File: config.mk
export PLATFORM = sky130hd
export DESIGN_NAME = alu_shift_unit
export DESIGN_NICKNAME = d
export VERILOG_FILES = /design/src/rtl/alu_shift_pkg.sv /design/src/rtl/alu_shift_unit_shift_step.sv /design/src/rtl/alu_shift_unit.sv
export SDC_FILE = /design/constraint.sdc
export NUM_CORES = 1
export LEC_CHECK = 0
export ABC_AREA = 1
export CORE_MARGIN = 8
export CORE_UTILIZATION = 44
export CTS_CLUSTER_DIAMETER = 80
export CTS_CLUSTER_SIZE = 14
export DETAILED_ROUTE_END_ITERATION = 16
export PLACE_DENSITY = 0.7
export SETUP_SLACK_MARGIN = 0.2
export SLEW_MARGIN = 20
export SYNTH_ARGS = -nofsm -noshare
export SYNTH_HDL_FRONTEND = slang
export SYNTH_SLANG_ARGS = --single-unit
File: constraint.sdc
create_clock -name clock -period 3.5 [get_ports clock]
set_clock_uncertainty 0.15 [all_clocks]
set_input_delay 0.525 -clock clock [delete_from_list [all_inputs] [get_ports clock]]
set_output_delay 0.525 -clock clock [all_outputs]
set_load 0.05 [all_outputs]
File: src/rtl/alu_shift_pkg.sv
// Shared encodings for the iterative shift/rotate unit.
package alu_shift_pkg;

  typedef enum logic [2:0] {
    OP_SHL  = 3'b000,
    OP_SHR  = 3'b001,
    OP_SHRA = 3'b010,
    OP_ROL  = 3'b011,
    OP_ROR  = 3'b100
  } op_e;

  typedef enum logic {
    ST_IDLE = 1'b0,
    ST_RUN  = 1'b1
  } state_e;

  function automatic logic op_is_legal(input logic [2:0] op);
    return (op <= 3'(OP_ROR));
  endfunction

endpackage

File: src/rtl/alu_shift_unit_shift_step.sv
// Combinational one-step shifter: moves value by k (0..STEP) positions and
// reports the last bit pushed off the active end.
module shift_step
  import alu_shift_pkg::*;
#(
  parameter int WIDTH = 32,
  parameter int STEP  = 1,
  parameter int KW    = $clog2(STEP + 1)
) (
  input  logic [WIDTH-1:0] value,
  input  logic [2:0]       op,
  input  logic [KW-1:0]    k,
  output logic [WIDTH-1:0] shifted,
  output logic             out_bit
);

  logic [31:0]      k_n;
  logic [31:0]      k_l;
  logic [31:0]      k_r;
  logic [WIDTH-1:0] msb_src;
  logic [WIDTH-1:0] lsb_src;

  always_comb begin
    k_n = 32'(k);
    k_l = 32'(WIDTH) - k_n;
    k_r = (k_n == 32'd0) ? 32'd0 : k_n - 32'd1;
    // bit 0 of these holds the last bit to leave the MSB / LSB end
    msb_src = value >> k_l;
    lsb_src = value >> k_r;
    shifted = value;
    out_bit = 1'b0;
    case (op)
      OP_SHL: begin
        shifted = value << k_n;
        out_bit = (k_n != 32'd0) & msb_src[0];
      end
      OP_SHR: begin
        shifted = value >> k_n;
        out_bit = (k_n != 32'd0) & lsb_src[0];
      end
      OP_SHRA: begin
        shifted = WIDTH'($signed(value) >>> k_n);
        out_bit = (k_n != 32'd0) & lsb_src[0];
      end
      OP_ROL: begin
        shifted = (value << k_n) | (value >> k_l);
        out_bit = (k_n != 32'd0) & msb_src[0];
      end
      OP_ROR: begin
        shifted = (value >> k_n) | (value << k_l);
        out_bit = (k_n != 32'd0) & lsb_src[0];
      end
      default: begin
        shifted = value;
        out_bit = 1'b0;
      end
    endcase
  end

endmodule

File: src/rtl/alu_shift_unit.sv
// Multi-cycle shift/rotate unit: up to STEP positions per clock, registered
// result and flags, one-cycle done pulse.
//   state   | meaning
//   ST_IDLE | waiting for start; outputs hold last completed result
//   ST_RUN  | shifting working register until remaining count hits 0
module alu_shift_unit
  import alu_shift_pkg::*;
#(
  parameter int WIDTH = 32,
  parameter int STEP  = 1
) (
  input  logic                     clock,
  input  logic                     clear,
  input  logic                     start,
  input  logic [2:0]               op,
  input  logic [WIDTH-1:0]         A,
  input  logic [$clog2(WIDTH)-1:0] amt,
  output logic [WIDTH-1:0]         result,
  output logic                     carry,
  output logic                     zero,
  output logic                     err,
  output logic                     busy,
  output logic                     done
);

  localparam int AW = $clog2(WIDTH);
  localparam int KW = $clog2(STEP + 1);

  state_e           state_q, state_d;
  logic [WIDTH-1:0] work_q, work_d;
  logic [AW-1:0]    cnt_q, cnt_d;
  logic [2:0]       op_q, op_d;
  logic             cout_q, cout_d;
  logic             ill_q, ill_d;
  logic [WIDTH-1:0] result_q, result_d;
  logic             carry_q, carry_d;
  logic             zero_q, zero_d;
  logic             err_q, err_d;
  logic             done_q, done_d;

  logic [KW-1:0]    step_k;
  logic [WIDTH-1:0] step_val;
  logic             step_out;

  assign step_k = (cnt_q >= AW'(STEP)) ? KW'(STEP) : KW'(cnt_q);

  shift_step #(
    .WIDTH (WIDTH),
    .STEP  (STEP),
    .KW    (KW)
  ) u_step (
    .value   (work_q),
    .op      (op_q),
    .k       (step_k),
    .shifted (step_val),
    .out_bit (step_out)
  );

  always_comb begin
    state_d  = state_q;
    work_d   = work_q;
    cnt_d    = cnt_q;
    op_d     = op_q;
    cout_d   = cout_q;
    ill_d    = ill_q;
    result_d = result_q;
    carry_d  = carry_q;
    zero_d   = zero_q;
    err_d    = err_q;
    done_d   = 1'b0;
    case (state_q)
      ST_IDLE: begin
        if (start) begin
          state_d = ST_RUN;
          work_d  = A;
          op_d    = op;
          cout_d  = 1'b0;
          ill_d   = ~op_is_legal(op);
          // illegal ops skip shifting so they finish with amt=0 latency
          cnt_d   = op_is_legal(op) ? amt : '0;
        end
      end
      ST_RUN: begin
        if (cnt_q != '0) begin
          work_d = step_val;
          cnt_d  = cnt_q - AW'(step_k);
          cout_d = step_out;
        end else begin
          result_d = work_q;
          carry_d  = cout_q;
          zero_d   = (work_q == '0);
          err_d    = ill_q;
          done_d   = 1'b1;
          state_d  = ST_IDLE;
        end
      end
      default: state_d = ST_IDLE;
    endcase
  end

  always_ff @(posedge clock) begin
    if (clear) begin
      state_q  <= ST_IDLE;
      work_q   <= '0;
      cnt_q    <= '0;
      op_q     <= '0;
      cout_q   <= 1'b0;
      ill_q    <= 1'b0;
      result_q <= '0;
      carry_q  <= 1'b0;
      zero_q   <= 1'b0;
      err_q    <= 1'b0;
      done_q   <= 1'b0;
    end else begin
      state_q  <= state_d;
      work_q   <= work_d;
      cnt_q    <= cnt_d;
      op_q     <= op_d;
      cout_q   <= cout_d;
      ill_q    <= ill_d;
      result_q <= result_d;
      carry_q  <= carry_d;
      zero_q   <= zero_d;
      err_q    <= err_d;
      done_q   <= done_d;
    end
  end

  assign result = result_q;
  assign carry  = carry_q;
  assign zero   = zero_q;
  assign err    = err_q;
  assign done   = done_q;
  assign busy   = (state_q == ST_RUN);

endmodule

==> impl_results.md, run 1 <==
* Critical path's most frequent cell: a21oi_1
* Worst Hold Launch: cout_q
* FF-to-FF End: cnt_q[4]
* Post-CTS Resized at 0
* Worst setup SP type: flop
* Post-synthesis cell type count at 29
* Share of cells above drive strength 1 at 0.0795
* CP Max Fanout at 37
* Post-DP HPWL at 7.01 mm
* Antenna violations before repair at 0
* R2r setup slk at 970 ps
* Yosys warning count at 0
* Via/cell ratio at 5.39
* TritonCTS Buffers at 9
* Synth Cell Area at 3820 um2
* Max Slew Vio Count at 0
* Routed Antenna Nets at 0
* NumNets Final at 631
* DIE WIDTH at 109 um
* All-Layer GR Usage at 0.178
* Worst Setup End Kind: flop
* Deepest clock path buffer count at 2
* CTS tree: done
* PD cells at 593 nW/um2
* Placed Cells at 684
* Total Neg Setup Slack at 0 ps
* Syn Area/Cell at 7.21 um2
* Slew @ Worst Pin at 961 ps
* Average wire per standard cell at 15.0 um
* Wire length on met3 at 547 um
* DR vias at 3,770
* Slowest cell delay on critical path at 460 ps
* Sink Count at 79
* Worst skew pair latency at 350 ps
* Row Count at 34
* Io pins at 80
* VDD IR max at 0.240 mV
* Final Critical Period at 2530 ps
* RSZ-0062 raised after global routing: false
* Vias in the first global route at 3,581
* Layout Cells excl Fill at 699
* Status: finished, final reports clean
* Top sig layer: met4
* Crit-path cells: nor2_2 -> nand3_4 -> inv_2 -> nor2_1 -> ha_1 -> nand2_1 -> inv_1 -> a21oi_1 -> a21oi_1 -> o21ai_0 -> a21oi_1
* Area Overhead vs Synth at 25.5%
* Initial core utilization at 0.447
* Leakage at 1.87 nW
* Final hold vios at 0
* Rel. slew slack at 0.357
* Worst r2r src: cnt_q[3]
* CP Buf/Inv Count at 2
* Clk pin slew, worst setup/hold paths at 80 ps
* Post-CTS setup buffers at 0
* Most frequent cells in the layout: 90 x a21oi_1, 79 x clkdlybuf4s50_1, 78 x dfxtp_1, 77 x nand2_1, 62 x o21ai_0
* Drc violations at 0
* Post-synthesis sequential area ratio at 0.414
* Wl on met1 at 4.86 mm
* Largest net degree at the start of global routing at 74
* Clk root buf: clkbuf_8
* CP Data Required Time at 3600 ps
* Initial DRC count at 249
* Hold depth at 2
* Cts hold-fix bufs at 0
* Fin util at 0.560
* Worst EP arrival at 2630 ps
* DIE AREA at 11,900 um2
* Maxcap violations at 0
* GPL Wtd Cong at 0.836
* Commonest non-fill, non-tap cell in the layout: a21oi_1
* Critical path's slowest cell: inv_2
* Fin crit share at 0.724
* Gate Count Post-Synth at 530
* Syn nets at 574
* CTS H-Tree Depth at 3
* Diodes inserted at 0
* First-pass GRT wire length at 17.1 mm
* # setup viols final at 0
* First drt pass iteration count at 4
* HP Class: reg2reg
* Post-Route WL at 10.5 mm
* Min-Delay Endpoint: cout_q
* Worst Setup Path Type: reg2reg
* Crit path max-delay family: simple AND/OR/NAND/NOR gates
* Maximum clock frequency at 395 MHz
* Die Ht at 109 um
* Routed met2 length at 4.86 mm
* Grt total ovfl at 0
* Port Buffer Count at 79
* Core area at 8550 um2
* Synthesized flop and latch total at 79
* R2R cell count at 11
* Crit. Startpoint: cnt_q[3]
[flip-flops by register name, indices dropped and copies added (netlist names)]
signal / count
cout_q: 1
work_q: 32
busy: 1
op_q: 3
done: 1
result: 32
cnt_q: 5
err: 1
zero: 1
ill_q: 1
carry: 1
[power breakdown]
group	switching [W]	total [W]	internal (W)	leakage, nW
logic	0.000659	0.000998	0.000339	1.11
registers	0.0000882	0.00111	0.00102	0.651
clock network	0.000324	0.000739	0.000415	0.109
total	0.00107	0.00284	0.00177	1.87
[layout make-up]
class | count | area [um2]
Clock buffer | 11 | 141
Tap cell | 108 | 135
Fill cell | 824 | 3760
Clock inverter | 4 | 70.1
Timing Repair Buffer | 84 | 828
Sequential cell | 79 | 1580
Multi-Input combinational cell | 363 | 1850
Inverter | 50 | 188
[cell families (layout without fill, tap and decap cells)]
kind of cell	Yosys count	after routing	synth area share
flops	79	79	0.414
buf+inv	88	149	0.104
compound gates	230	230	0.324
fa+ha+maj	1	1	0.00328
simple gates	132	132	0.155
[worst max-delay path by stage]
stage               cells past startpoint  slack (ps)          to
floorplan                              12        1670    cnt_q[4]
global placement                       11        1060    cnt_q[4]
detailed placement                     11         990    cnt_q[4]
CTS                                    11         980    cnt_q[4]
global route                            6         770  result[26]
finish                                 11         970    cnt_q[4]
[metal layers]
layer	global-route usage	vias up
li1	-	1932
met1	0.235	1714
met2	0.275	109
met3	0.0343	15
met4	0.0792	0
met5	0	-
[cell usage after synthesis (all sizes together)]
| cell type | number | area, um2 |
|---|---|---|
| a21oi | 100 | 538 |
| a31oi | 2 | 12.5 |
| buf | 27 | 166 |
| clkbuf | 11 | 41.3 |
| clkinv | 1 | 3.75 |
| dfxtp | 79 | 1580 |
| ha | 1 | 12.5 |
| inv | 49 | 184 |
| nand2 | 80 | 308 |
| nand3 | 15 | 97.6 |
| nand4 | 4 | 25.0 |
| nor2 | 24 | 105 |
| nor3 | 1 | 5.00 |
| nor4 | 8 | 50.1 |
| o211ai | 1 | 7.51 |
| o21ai | 103 | 516 |
| o22ai | 18 | 113 |
| o2bb2ai | 6 | 52.6 |
[worst min-delay path, delay by kind of cell, from the launching register on]
family	cells	cell delay (ps)
flip-flops	1	320
AND/OR/NAND/NOR	1	60
AO/OA/AOI/OAI	1	60
[stage by stage]
step	total power, W	cell area, um2	setup WS (ps)	hold slack, ps
after floorplan	0.00186	3820	1670	288
after CTS	0.00285	4790	978	329
after global placement	0.00210	4580	1060	319
after global routing	0.00301	4790	775	347
after detailed placement	0.00211	4580	989	317
final	0.00284	4790	966	332
(Power assumes the default switching activity.)
==> run 2, diff against run 1 <==
--- a/config.mk
+++ b/config.mk
@@ -11,7 +11,7 @@
 export CTS_CLUSTER_DIAMETER = 80
 export CTS_CLUSTER_SIZE = 14
 export DETAILED_ROUTE_END_ITERATION = 16
-export PLACE_DENSITY = 0.7
+export PLACE_DENSITY = 0.73
 export SETUP_SLACK_MARGIN = 0.2
 export SLEW_MARGIN = 20
 export SYNTH_ARGS = -nofsm -noshare
==> constraint.sdc (replaced) <==
create_clock -name clock -period 2.1 [get_ports clock]
set_clock_uncertainty 0.15 [all_clocks]
set_input_delay 0.315 -clock clock [delete_from_list [all_inputs] [get_ports clock]]
set_output_delay 0.315 -clock clock [all_outputs]
set_load 0.05 [all_outputs]
==> run 2 against run 1 <==
Final area grew 1.6%. Critical path type unchanged. Clock-buffer cell count shrank 1. Largest cell class unchanged. Sequential share of layout area shrank 0.51 points. Final cell count grew 1.7%.
==> impl_results.md, run 2 (same netlist as run 1, synthesis figures left out) <==
* Commonest non-fill, non-tap cell in the layout: a21oi_1 (unchanged)
* Diodes inserted at 0 (unchanged)
* FF-to-FF End: cnt_q[4] (unchanged)
* Deepest clock path buffer count at 2 (unchanged)
* Area Overhead vs Synth at 27.5% (was 25.5%)
* Total Neg Setup Slack at 0 ps (unchanged)
* R2R cell count at 11 (unchanged)
* Worst setup SP type: flop (unchanged)
* Largest net degree at the start of global routing at 61 (was 74)
* Routed met2 length at 5.03 mm (was 4.86 mm)
* GPL Wtd Cong at 0.882 (was 0.836)
* Maximum clock frequency at 572 MHz (was 395 MHz)
* TritonCTS Buffers at 9 (unchanged)
* RSZ-0062 raised after global routing: false (unchanged)
* Fin crit share at 0.832 (was 0.724)
* Rel. slew slack at 0.665 (was 0.357)
* Clk root buf: clkbuf_8 (unchanged)
* Routed Antenna Nets at 0 (unchanged)
* First drt pass iteration count at 5 (was 4)
* Port Buffer Count at 79 (unchanged)
* Grt total ovfl at 0 (unchanged)
* Worst Setup Path Type: reg2reg (unchanged)
* Maxcap violations at 0 (unchanged)
* R2r setup slk at 350 ps (was 970 ps)
* Crit. Startpoint: cnt_q[3] (unchanged)
* NumNets Final at 642 (was 631)
* Post-Route WL at 10.6 mm (was 10.5 mm)
* All-Layer GR Usage at 0.183 (was 0.178)
* Most frequent cells in the layout: 90 x a21oi_1, 78 x dfxtp_1, 77 x nand2_1, 62 x o21ai_0 (was 90 x a21oi_1, 79 x clkdlybuf4s50_1, 78 x dfxtp_1, 77 x nand2_1, 62 x o21ai_0)
* Max Slew Vio Count at 0 (unchanged)
* Top sig layer: met4 (unchanged)
* Final Critical Period at 1750 ps (was 2530 ps)
* Share of cells above drive strength 1 at 0.0995 (was 0.0795)
* Status: finished, final reports clean (unchanged)
* Vias in the first global route at 3,718 (was 3,581)
* Initial core utilization at 0.447 (unchanged)
* Final hold vios at 0 (unchanged)
* Die Ht at 109 um (unchanged)
* Worst EP arrival at 1840 ps (was 2630 ps)
* CP Max Fanout at 5 (was 37)
* VDD IR max at 0.418 mV (was 0.240 mV)
* CTS H-Tree Depth at 3 (unchanged)
* Wire length on met3 at 721 um (was 547 um)
* Antenna violations before repair at 0 (unchanged)
* PD cells at 957 nW/um2 (was 593 nW/um2)
* DIE AREA at 11,900 um2 (unchanged)
* Clk pin slew, worst setup/hold paths at 80 ps (about the same)
* Average wire per standard cell at 15.0 um (about the same)
* Core area at 8550 um2 (unchanged)
* Row Count at 34 (unchanged)
* First-pass GRT wire length at 17.7 mm (was 17.1 mm)
* Via/cell ratio at 5.35 (was 5.39)
* Sink Count at 79 (unchanged)
* Worst skew pair latency at 350 ps (about the same)
* DR vias at 3,806 (was 3,770)
* Initial DRC count at 299 (was 249)
* Setup crit end: cnt_q[4] (unchanged)
* HP Class: reg2reg (unchanged)
* Slew @ Worst Pin at 504 ps (was 961 ps)
* Worst Setup End Kind: flop (unchanged)
* # setup viols final at 0 (unchanged)
* Cts hold-fix bufs at 0 (unchanged)
* Worst r2r src: cnt_q[3] (unchanged)
* CP Data Required Time at 2190 ps (was 3600 ps)
* Leakage at 2.09 nW (was 1.87 nW)
* Drc violations at 0 (unchanged)
* Worst hold margin at 330 ps (was 332 ps)
* Io pins at 80 (unchanged)
* Wl on met1 at 4.73 mm (was 4.86 mm)
* CTS tree: done (unchanged)
* DIE WIDTH at 109 um (unchanged)
* Post-DP HPWL at 7.43 mm (was 7.01 mm)
## run 2: area by class of cell
type | count | area, um2
Tap cell | 108 | 135
Clock buffer | 10 | 128
Fill cell | 846 | 3680
Clock inverter | 6 | 61.3
Timing Repair Buffer | 95 | 926
Sequential cell | 79 | 1580
Inverter | 50 | 188
Multi-Input combinational cell | 363 | 1850
## run 2: report_power, final
part / internal [W] / switching (W)
sequential: 0.00169 / 0.000151
combinational: 0.000592 / 0.00112
clock: 0.000546 / 0.000559
total: 0.00283 / 0.00183
## run 2: through the flow
step | total power (W) | utilization | setup WS, ps | cells | area [um2]
final | 0.00466 | 0.569 | 352 | 711 | 4870
after global routing | 0.00496 | 0.569 | 207 | 711 | 4870
after CTS | 0.00466 | 0.567 | 347 | 710 | 4850
after detailed placement | 0.00362 | 0.550 | 226 | 694 | 4700
after global placement | 0.00358 | 0.550 | 315 | 694 | 4700
after floorplan | 0.00311 | - | 273 | 530 | 3820
## run 2: routing by layer
layer  track usage  up-vias
li1              -     1960
met4        0.0772        0
met2         0.287      117
met3        0.0372       11
met5             0        -
met1         0.239     1718
## run 2: repair_timing
action	4_1_cts	5_1_grt
gates resized for setup	36	0
hold endpoints to repair	0	0
buffers inserted	0	1
pin swaps	0	1
endpoints found under the setup margin	36	1
## run 2: how the worst min path moves through the flow
stage / from / endpoint / cells after the start
6_report: cout_q / cout_q / 2
5_1_grt: cout_q / cout_q / 2
4_1_cts: cout_q / cout_q / 2
3_5_place_dp: cout_q / cout_q / 2
3_3_place_gp: cout_q / cout_q / 2
2_1_floorplan: clear / work_q[0] / 1
## run 2: critical path: stages, from the launching register on
cell,delay [ps]
dfxtp_1,350
nor2_2,170
nand3_4,150
inv_2,80
nor2_1,50
ha_1,190
nand2_1,80
inv_1,50
a21oi_1,120
a21oi_1,70
o21ai_0,130
a21oi_1,50
==> run 3, diff against run 2 <==
==> constraint.sdc (replaced) <==
create_clock -name clock -period 1.58 [get_ports clock]
set_clock_uncertainty 0.15 [all_clocks]
set_input_delay 0.237 -clock clock [delete_from_list [all_inputs] [get_ports clock]]
set_output_delay 0.237 -clock clock [all_outputs]
set_load 0.05 [all_outputs]
==> run 3 against run 2 <==
The run now ends with setup timing left. Hold slack better by 8.5 ps. Routed wire length up 95%. First-iteration DRC count up 140%. Critical endpoint is now work_q[24]. Critical path depth down 1. Setup slack worse by 620 ps. Via count up 36%. Clock-buffer cell count unchanged. Final area up 45%.
==> impl_results.md, run 3 (same netlist as run 1, synthesis figures left out) <==
* Row Count at 34 (unchanged)
* Clk root buf: clkbuf_8 (unchanged)
* Crit path max-delay family: buffers and inverters (was simple AND/OR/NAND/NOR gates)
* Worst EP arrival at 1960 ps (was 1840 ps)
* Largest net degree at the start of global routing at 39 (was 61)
* Grt total ovfl at 0 (unchanged)
* Io pins at 80 (unchanged)
* Sequential power share at 0.287 (was 0.396)
* CP Buf/Inv Count at 3 (was 2)
* Clk pin slew, worst setup/hold paths at 90 ps (was 80 ps)
* Hold depth at 3 (was 2)
* Crit. Startpoint: op_q[0] (was cnt_q[3])
* Max Slew Vio Count at 0 (unchanged)
* Cts hold-fix bufs at 0 (unchanged)
* Maximum clock frequency at 540 MHz (was 572 MHz)
* Leakage at 2.73 nW (was 2.09 nW)
* Total Neg Setup Slack at -10,730 ps (was 0 ps)
* Worst Setup End Kind: flop (unchanged)
* Sw Ratio at 0.414 (was 0.392)
* Design Power at 0.00905 W (was 0.00466 W)
* DIE AREA at 11,900 um2 (unchanged)
* DR vias at 5,190 (was 3,806)
* Share of cells above drive strength 1 at 0.456 (was 0.0995)
* FF+latch area at 1600 um2 (was 1580 um2)
* Critical path's slowest cell: dfxtp_2 (was dfxtp_1)
* R2r setup slk at -270 ps (was 350 ps)
* # setup viols final at 71 (was 0)
* First-pass GRT wire length at 24.5 mm (was 17.7 mm)
* Area after DPL at 5240 um2 (was 4700 um2)
* CTS tree: done (unchanged)
* Min-Delay Endpoint: work_q[3] (was cout_q)
* Core area at 8550 um2 (unchanged)
* Worst setup SP type: flop (unchanged)
* Clock power frac at 0.212 (was 0.237)
* Routed Antenna Nets at 0 (unchanged)
* Slowest cell delay on critical path at 390 ps (was 350 ps)
* Port Buffer Count at 79 (unchanged)
* Final hold vios at 0 (unchanged)
* GPL Wtd Cong at 0.859 (was 0.882)
* Sink Count at 79 (unchanged)
* Failing checks: setup timing
* Die Ht at 109 um (unchanged)
* Average wire per standard cell at 26.9 um (was 15.0 um)
* Via/cell ratio at 6.74 (was 5.35)
* Area taken by multi-input logic gates at 2560 um2 (was 1850 um2)
* VDD IR max at 0.729 mV (was 0.418 mV)
* Diodes inserted at 0 (unchanged)
* Final Critical Period at 1850 ps (was 1750 ps)
* FF-to-FF End: work_q[24] (was cnt_q[4])
* RSZ-0062 raised after global routing: true (was false)
* Initial DRC count at 729 (was 299)
* Status: finished, violations left (was finished, final reports clean)
* Deepest clock path buffer count at 2 (unchanged)
* Initial core utilization at 0.447 (unchanged)
* Slew @ Worst Pin at 562 ps (was 504 ps)
* Layout fillers at 415 (was 846)
* Int Pwr at 0.00531 W (was 0.00283 W)
* Drc violations at 0 (unchanged)
* All-Layer GR Usage at 0.261 (was 0.183)
* Area Overhead vs Synth at 84.8% (was 27.5%)
* Final WS setup at -271 ps (was 352 ps)
* Rel. slew slack at 0.621 (was 0.665)
* Worst Setup Path Type: reg2reg (unchanged)
* Logic pwr share at 0.501 (was 0.367)
* Crit-path cells: buf_6 -> nand2_4 -> nand3_4 -> nand2_8 -> buf_12 -> buf_16 -> nand2_1 -> nand2_1 -> o22ai_1 -> a21oi_1 (was nor2_2 -> nand3_4 -> inv_2 -> nor2_1 -> ha_1 -> nand2_1 -> inv_1 -> a21oi_1 -> a21oi_1 -> o21ai_0 -> a21oi_1)
* Fin area at 7060 um2 (was 4870 um2)
* Maxcap violations at 0 (unchanged)
* R2R cell count at 10 (was 11)
* Post-Route WL at 20.7 mm (was 10.6 mm)
* NumNets Final at 701 (was 642)
* First drt pass iteration count at 8 (was 5)
* TritonCTS Buffers at 9 (unchanged)
* Worst Hold Launch: A[3] (was cout_q)
* HP Class: in2reg (was reg2reg)
* Worst skew pair latency at 380 ps (was 350 ps)
* Critical path's most frequent cell: nand2_1 (was a21oi_1)
* Most frequent cells in the layout: 70 x dfxtp_1, 62 x a21oi_2, 58 x o21ai_1, 53 x nand2_1, 52 x buf_12 (was 90 x a21oi_1, 78 x dfxtp_1, 77 x nand2_1, 62 x o21ai_0)
* Worst r2r src: op_q[0] (was cnt_q[3])
* Antenna violations before repair at 0 (unchanged)
* PD cells at 1280 nW/um2 (was 957 nW/um2)
* P_sw at 0.00375 W (was 0.00183 W)
* Vias in the first global route at 4,748 (was 3,718)
* Post-DP HPWL at 7.92 mm (was 7.43 mm)
* Fin crit share at 1.17 (was 0.832)
* CP Data Required Time at 1690 ps (was 2190 ps)
* CTS H-Tree Depth at 3 (unchanged)
* DIE WIDTH at 109 um (unchanged)
* Commonest non-fill, non-tap cell in the layout: dfxtp_1 (was a21oi_1)
* CP Max Fanout at 10 (was 5)
run 3: worst min-delay path, stage by stage:
cell and delay [ps]:
clkdlybuf4s50_1 400, o21ai_1 120, a21oi_1 70
run 3: worst max path at each step:
stage	depth (start not counted)	slack, ps	endpoint
after CTS	11	-20	work_q[5]
after floorplan	12	-120	cnt_q[4]
after detailed placement	6	-40	work_q[5]
final	10	-270	work_q[24]
after global placement	5	4	op_q[1]
after global routing	9	-390	work_q[12]
run 3: power by group through the flow:
stage	sequential [W]	clock (W)	combinational, W
final	0.00260	0.00192	0.00453
after global routing	0.00261	0.00199	0.00467
after CTS	0.00253	0.00182	0.00348
after detailed placement	0.00255	0	0.00268
after global placement	0.00255	0	0.00264
after floorplan	0.00281	0	0.00139
run 3: final cells by class:
type / count / share of cell area
Clock buffer: 10 / 0.0181
Clock inverter: 6 / 0.0154
Inverter: 50 / 0.0301
Multi-Input combinational cell: 363 / 0.362
Sequential cell: 79 / 0.227
Tap cell: 108 / 0.0192
Timing Repair Buffer: 154 / 0.328
run 3: metal layers:
metal  global-route usage  part of all wire  vias to the layer above
li1                     -                 -                     2093
met1                0.295              0.33                     2362
met2                0.442              0.46                      548
met3               0.0561              0.12                      187
met4                0.157             0.088                        0
met5                    0                 0                        -
run 3: through the flow:
step / setup WS, ps / hold WS [ps] / utilization / instances
global route: -388 / 325 / 0.825 / 770
finish: -271 / 338 / 0.825 / 770
CTS: -20.1 / 314 / 0.738 / 753
global placement: 4.50 / 308 / 0.612 / 704
detailed placement: -42.0 / 306 / 0.612 / 704
floorplan: -119 / 149 / - / 530
run 3: what timing repair did:
action	4_1_cts	5_1_grt
resized for setup	92	156
setup endpoints to repair	73	78
gates cloned	11	8
buffers inserted	22	9
pin swaps	35	43
